$ cat src/rtl/dbg_pkg.sv
// Shared types and constants for the debug clock-monitor gate controller.
package dbg_pkg;

  typedef enum logic [1:0] {
    ST_IDLE  = 2'd0,
    ST_CLEAR = 2'd1,
    ST_GATE  = 2'd2,
    ST_HOLD  = 2'd3
  } state_e;

  localparam int W_CNT_DEF = 16;

  // Saturation threshold 2^w - 2: the monitor can overshoot one past its
  // nominal limit, so anything at or above this is treated as saturated.
  function automatic logic [63:0] sat_thr(input int w);
    return (64'd1 << w) - 64'd2;
  endfunction

endpackage

$ cat src/rtl/dbg_gate_timer.sv
// Gate-window down-counter: loads the window length, counts down while
// enabled and flags the last cycle of the window.
module dbg_gate_timer #(
  parameter int W_GATE = 16
) (
  input  logic              clk,
  input  logic              rst,
  input  logic              load,
  input  logic [W_GATE-1:0] length,
  input  logic              enable,
  output logic              last
);

  logic [W_GATE-1:0] cnt_q, cnt_d;

  // A zero-length window would never reach 1, so treat it as one cycle.
  always_comb begin
    cnt_d = cnt_q;
    if (load)
      cnt_d = (length == '0) ? W_GATE'(1) : length;
    else if (enable && (cnt_q != '0))
      cnt_d = cnt_q - W_GATE'(1);
  end

  always_ff @(posedge clk) begin
    if (rst) cnt_q <= '0;
    else     cnt_q <= cnt_d;
  end

  assign last = enable && (cnt_q == W_GATE'(1));

endmodule

$ cat src/rtl/dbg_clkmon_gate.sv
// Gate controller and readout sequencer for the debug clock monitor:
// clears the monitor, times the window, snapshots counts onto a valid/ready port.
module dbg_clkmon_gate
  import dbg_pkg::*;
#(
  parameter int W_CNT  = W_CNT_DEF,
  parameter int W_GATE = 16
) (
  input  logic               clk,
  input  logic               rst,
  input  logic               start,
  input  logic               cont,
  input  logic [W_GATE-1:0]  gate_len,
  output logic               mon_rst,
  input  logic [2*W_CNT-1:0] mon_cnt,
  output logic [W_CNT-1:0]   res_syn,
  output logic [W_CNT-1:0]   res_pdc,
  output logic [1:0]         res_sat,
  output logic               res_valid,
  input  logic               res_ready,
  output logic               busy,
  output logic               ovr
);

  localparam logic [W_CNT-1:0] SAT_THR = W_CNT'(sat_thr(W_CNT));

  state_e            state_q, state_d;
  logic [W_GATE-1:0] len_q, len_d;
  logic              mon_rst_q, mon_rst_d;
  logic [W_CNT-1:0]  syn_q, syn_d, pdc_q, pdc_d;
  logic [1:0]        sat_q, sat_d;
  logic              valid_q, valid_d;
  logic              ovr_q, ovr_d;
  logic              last, capture, xfer, accept;
  logic [W_CNT-1:0]  fld_syn, fld_pdc;

  assign fld_syn = mon_cnt[2*W_CNT-1:W_CNT];
  assign fld_pdc = mon_cnt[W_CNT-1:0];

  dbg_gate_timer #(.W_GATE(W_GATE)) u_timer (
    .clk    (clk),
    .rst    (rst),
    .load   (state_q == ST_CLEAR),
    .length (len_q),
    .enable (state_q == ST_GATE),
    .last   (last)
  );

  assign accept  = (state_q == ST_IDLE) && start;
  assign capture = (state_q == ST_GATE) && last;
  assign xfer    = valid_q && res_ready;

  always_comb begin
    state_d = state_q;
    len_d   = len_q;
    unique case (state_q)
      ST_IDLE: if (start) begin
        state_d = ST_CLEAR;
        len_d   = gate_len;
      end
      ST_CLEAR: state_d = ST_GATE;
      ST_GATE:  if (last) state_d = cont ? ST_CLEAR : ST_HOLD;
      ST_HOLD:  if (xfer) state_d = ST_IDLE;
      default:  state_d = ST_IDLE;
    endcase
    // Registered so the monitor clear is glitch-free and aligned to CLEAR.
    mon_rst_d = (state_d == ST_CLEAR);
  end

  always_comb begin
    syn_d   = syn_q;
    pdc_d   = pdc_q;
    sat_d   = sat_q;
    valid_d = valid_q;
    ovr_d   = ovr_q;
    if (accept) ovr_d = 1'b0;
    if (capture) begin
      syn_d   = fld_syn;
      pdc_d   = fld_pdc;
      sat_d   = {fld_syn >= SAT_THR, fld_pdc >= SAT_THR};
      valid_d = 1'b1;
      // A result being taken this same cycle is not lost, so no overrun.
      if (valid_q && !res_ready) ovr_d = 1'b1;
    end else if (xfer) begin
      valid_d = 1'b0;
    end
  end

  always_ff @(posedge clk) begin
    if (rst) begin
      state_q   <= ST_IDLE;
      len_q     <= '0;
      mon_rst_q <= 1'b1;
      syn_q     <= '0;
      pdc_q     <= '0;
      sat_q     <= '0;
      valid_q   <= 1'b0;
      ovr_q     <= 1'b0;
    end else begin
      state_q   <= state_d;
      len_q     <= len_d;
      mon_rst_q <= mon_rst_d;
      syn_q     <= syn_d;
      pdc_q     <= pdc_d;
      sat_q     <= sat_d;
      valid_q   <= valid_d;
      ovr_q     <= ovr_d;
    end
  end

  assign mon_rst   = mon_rst_q;
  assign res_syn   = syn_q;
  assign res_pdc   = pdc_q;
  assign res_sat   = sat_q;
  assign res_valid = valid_q;
  assign busy      = (state_q != ST_IDLE);
  assign ovr       = ovr_q;

endmodule

$ cat config.mk
export PLATFORM = sky130hd
export DESIGN_NAME = dbg_clkmon_gate
export DESIGN_NICKNAME = d
export VERILOG_FILES = /design/src/rtl/dbg_pkg.sv /design/src/rtl/dbg_gate_timer.sv /design/src/rtl/dbg_clkmon_gate.sv
export SDC_FILE = /design/constraint.sdc
export NUM_CORES = 1
export LEC_CHECK = 0
export ABC_CLOCK_PERIOD_IN_PS = 5800
export CAP_MARGIN = 15
export CELL_PAD_IN_SITES_DETAIL_PLACEMENT = 0
export CELL_PAD_IN_SITES_GLOBAL_PLACEMENT = 1
export CORE_ASPECT_RATIO = 0.5
export CORE_MARGIN = 3
export CORE_UTILIZATION = 36
export CTS_CLUSTER_DIAMETER = 100
export DETAILED_ROUTE_END_ITERATION = 10
export PLACE_DENSITY = 0.87
export SYNTH_ARGS = -nofsm -noshare
export SYNTH_HDL_FRONTEND = slang
export SYNTH_SLANG_ARGS = --single-unit
$ cat constraint.sdc
create_clock -name clk -period 5.8 [get_ports clk]
set_clock_uncertainty 0.2 [all_clocks]
set_input_delay 0.87 -clock clk [delete_from_list [all_inputs] [get_ports clk]]
set_output_delay 0.87 -clock clk [all_outputs]
set_load 0.01 [all_outputs]
# Word level (Yosys, flattened, before mapping)
# Cells that the tools add are included.
[op_classes]
addsub = 1
order_cmp = 2
n_eq_ne = 5
n_mux = 13
n_reduce_logical = 14
[op_table]
columns = ["op", "n"]
rows = [
  ["$mux W16", 3],
  ["$ge A16 B16 Y1 const B", 2],
  ["$eq A16 B1 Y1 const B", 1],
  ["$logic_not A16 Y1", 1],
  ["$reduce_bool A16 Y1", 1],
  ["$sub A16 B1 Y16 const B", 1],
  ["$mux W2", 4],
  ["$pmux W2 S4", 1],
  ["$logic_and A1 B1 Y1", 6],
  ["$reduce_bool A2 Y1", 3],
  ["$mux W1", 5],
  ["$eq A2 B1 Y1 const B", 2],
  ["$eq A2 B2 Y1 const B", 2],
  ["$logic_not A2 Y1", 1],
  ["$reduce_and A2 Y1", 1],
  ["$logic_not A1 Y1", 1],
]
[word_totals]
reg_bits = 71
in_bits = 53
output_inout_bits = 38
elab_cells = 44

# Depth between registers and ports, before layout
[logic_depth]
ltp_word = 5
mapped_depth = 8
mapped_depth_nobuf = 7

# Modules after synthesis
# A second synthesis with hierarchy kept.
[unflattened]
hier_cells = 382
hier_area_um2 = 3166.8
[by_module_without_submodules]
columns = ["module", "instances", "cells_each", "area_each_um2", "seq_area_each_um2"]
rows = [
  ["dbg_clkmon_gate", 1, 253, 2078.2, 1101.1],
  ["dbg_gate_timer", 1, 129, 1088.5, 320.3],
]

# Worst setup path after synthesis
# No wires, ideal clock.
[synth_path]
path_kind = "register to register"
from = "register u_timer.cnt_q[10]"
to = "register u_timer.cnt_q[7]"
setup_ns = 0.079
arrival_ns = 2.045
required_ns = 5.521
setup_slack_ns = 3.475
stages_incl_launch_ff = 8
n_path_buf = 2
period_less_slack_ns = 2.325
cell_sequence = "dfxtp_1 -> or4_1 -> buf_2 -> or4_4 -> buf_6 -> a21oi_4 -> a211oi_1 -> a211oi_2"
[synth_via]
elab_chain_len = 3
[synth_lines]
columns = ["item", "line", "rtl"]
rows = [
  ["from (decl)", "dbg_gate_timer.sv:14", "logic [W_GATE-1:0] cnt_q, cnt_d;"],
  ["from (signal assigned)", "dbg_gate_timer.sv:27", "else cnt_q <= cnt_d;"],
  ["$reduce_bool A16 Y1", "dbg_gate_timer.sv:21", "else if (enable && (cnt_q != '0))"],
  ["$logic_and A1 B1 Y1", "dbg_gate_timer.sv:21", ""],
  ["$reduce_bool A2 Y1 (no line)", "--", ""],
]
# No other way between the ends.
# A chain may end at the register's enable or synchronous reset.

# Final worst setup path
[layout_path]
from = "register u_timer.cnt_q[10]"
to = "register syn_q[6] (netlist: res_syn[6])"
[layout_via]
elab_chain_len = 3
[layout_lines]
columns = ["item", "line", "rtl"]
rows = [
  ["$eq A16 B1 Y1", "dbg_gate_timer.sv:30", "assign last = enable && (cnt_q == W_GATE'(1));"],
  ["$logic_and A1 B1 Y1", "dbg_gate_timer.sv:30", ""],
  ["$logic_and A1 B1 Y1", "dbg_clkmon_gate.sv:50", "assign capture = (state_q == ST_GATE) && last;"],
  ["to (signal assigned)", "dbg_clkmon_gate.sv:103", "syn_q <= syn_d;"],
  ["to (decl)", "dbg_clkmon_gate.sv:30", "logic [W_CNT-1:0] syn_q, syn_d, pdc_q, pdc_d;"],
]
# No other way between the ends.

==> out/qor.csv <==
metric,value,unit
peakVddDrop,0.147,mV
rows,23,
post_cts_buffers,0,
fillers,810,
die_x,137,um
antenna_found_initial,0,
synth-seq-cells,71,
worst_pin_slew,1.10,ns
place_hpwl,5630,um
wl_per_cell,14.0,um
ys.flop_type,dfxtp_1,
finalSetupViolCount,0,
drt_iter0_markers,232,
path_class,flip-flop to flip-flop,
cts_buffer_depth,2,
syn_area,3100,sq um
clock_latency,0.33,ns
power.total,0.00135,W
num_io_pins,91,
synth-edff-count,0,
drt_wl_total,8160,um
min_period_over_period,50.7,%
netlist_top_cells_area,"dfxtp_1 (46%), nand2_1 (13%), a21oi_1 (9.1%), clkbuf_1 (2.8%), nor2_1 (2.5%)",
cap_violations,0,
slew_violations,0,
fmax,0.340,GHz
core,8170,sq um
drc_errors,0,
worstPathRequired,5.86,ns
first_pass_iters,4,
vias,2943,
synth_top_area_share,45.9,%
ys_types,46,
synthCells,393,
ys_async_sr_fraction,0,%
final_common_cell,nand2_1,
final_cell_mix,"nand2_1 (109), clkdlybuf4s50_1 (89), dfxtp_1 (71)",
critPathLaunchType,flip-flop,
place_congestion,0.885,
synth.net_count,449,
numPortBuffers,90,
h-tree-depth,3,
cts_tree,yes,
yosys.area.top_type,dfxtp_1,
cts.sinks,71,
drtAntennaViolNets,0,
grt_start_max_net_pins,76,
grt_pass1_vias,2723,
hold_ws,0.248,ns
critPathMaxFanout,32,
ys_warn_count,0,
area_growth,40.1,%
hold_violations,0,
tns,0,ns
ctsResizeCount,0,
antenna_cells,0,
initial_utilization,37.9,%
root_buffer,clkbuf_16,
seq_area_frac_synth,45.9,%
chipHeight,71.6,um
hold_path.class,flip-flop to flip-flop,
power_leakage,1.48,nW
grt.overflow.total,0,
status,"finished, final reports clean",
die-area,9810,sq um
setup.worst_path.end_class,flip-flop,
postCtsHoldBufs,0,
preCtsSetupSlack,2.86,ns
grt_usage,17.1,%
period_minus_slack,2.94,ns
pwr_density_cell,311,nW/um^2
fin_util,53.1,%
slowest_delay,1.00,ns
crit_arrival,3.00,ns
nets,525,
syn_avg_cell_area,7.88,sq um
viasPerCell,5.03,
maxSlewHeadroom,26.6,%
clk_pin_slew,0.06,ns
numCtsBuffers,9,
drive_gt1_share,6.34,%
path_cells,or4_1 > nor4_2 > and4_1 > nand2_1 > a21oi_1,
fin_ws,2.86,ns
grt_pass1_wl,13300,um
cp_slowest_cell,and4_1,
rsz0062_at_grt,false,
==> registers in the layout, indices dropped and copies added, names as in the netlist <==
| register | flops |
|---|---|
| len_q | 16 |
| mon_rst | 1 |
| ovr | 1 |
| state_q | 2 |
| res_pdc | 16 |
| u_timer.cnt_q | 16 |
| res_sat | 2 |
| res_valid | 1 |
| res_syn | 16 |
==> synth_stat cells (all sizes together) (5+ instances only) <==
cell,count
a21oi,57
a22oi,5
a31oi,5
buf,6
clkbuf,23
dfxtp,71
inv,6
nand2,110
nand4,11
nor2,21
nor4,7
o21ai,6
or3,5
or4,7
==> stage by stage <==
step,cell area [sq um],instances
5_1_grt,4340,585
6_report,4340,585
3_5_place_dp,4040,570
4_1_cts,4340,585
3_3_place_gp,4040,570
2_1_floorplan,3100,393
==> cell type report <==
class                   instances  area, sq um  area share, %
multi-input cells             287         1530           35.2
flip-flops and latches         71         1420           32.8
repair buffers                 94          926           21.3
clock buffers                  12          256           5.91
well taps                     112          140           3.23
clock inverters                 3         42.5          0.981
inverters                       6         22.5          0.519
==> worst max-delay path, delay by kind of cell (launching register included) <==
kind / cells / cell delay [ns]
flops: 1 / 0.33
compound gates: 1 / 0.17
simple gates: 4 / 2.16
==> layer usage <==
layer / wire (um) / GRT usage [%]
met2: 3810 / 26.7
met4: 103 / 4.65
met3: 530 / 7.36
met1: 3720 / 21.9
met5: 0 / 0
==> worst paths after layout <==
path,start,end,slack [ns],depth (start not counted)
max reg2reg,u_timer.cnt_q[10],res_syn[6],2.86,5
min reg2reg,res_pdc[5],res_pdc[5],0.25,2
min,res_pdc[5],res_pdc[5],0.25,2
max,u_timer.cnt_q[10],res_syn[6],2.86,5
==> cells by family after synthesis <==
family	after synthesis	synth area share [%]
simple gates	188	28.8
fa+ha+maj	3	1.21
mux	1	0.323
xor+xnor	5	1.41
buf+inv	35	4.69
compound gates	90	17.7
flops	71	45.9
==> power breakdown <==
group | switching (W) | internal [W] | total [W]
logic | 0.000140 | 0.000116 | 0.000256
registers | 0.0000271 | 0.000515 | 0.000542
clock network | 0.000200 | 0.000353 | 0.000553
total | 0.000367 | 0.000984 | 0.00135
(Power assumes the default switching activity.)
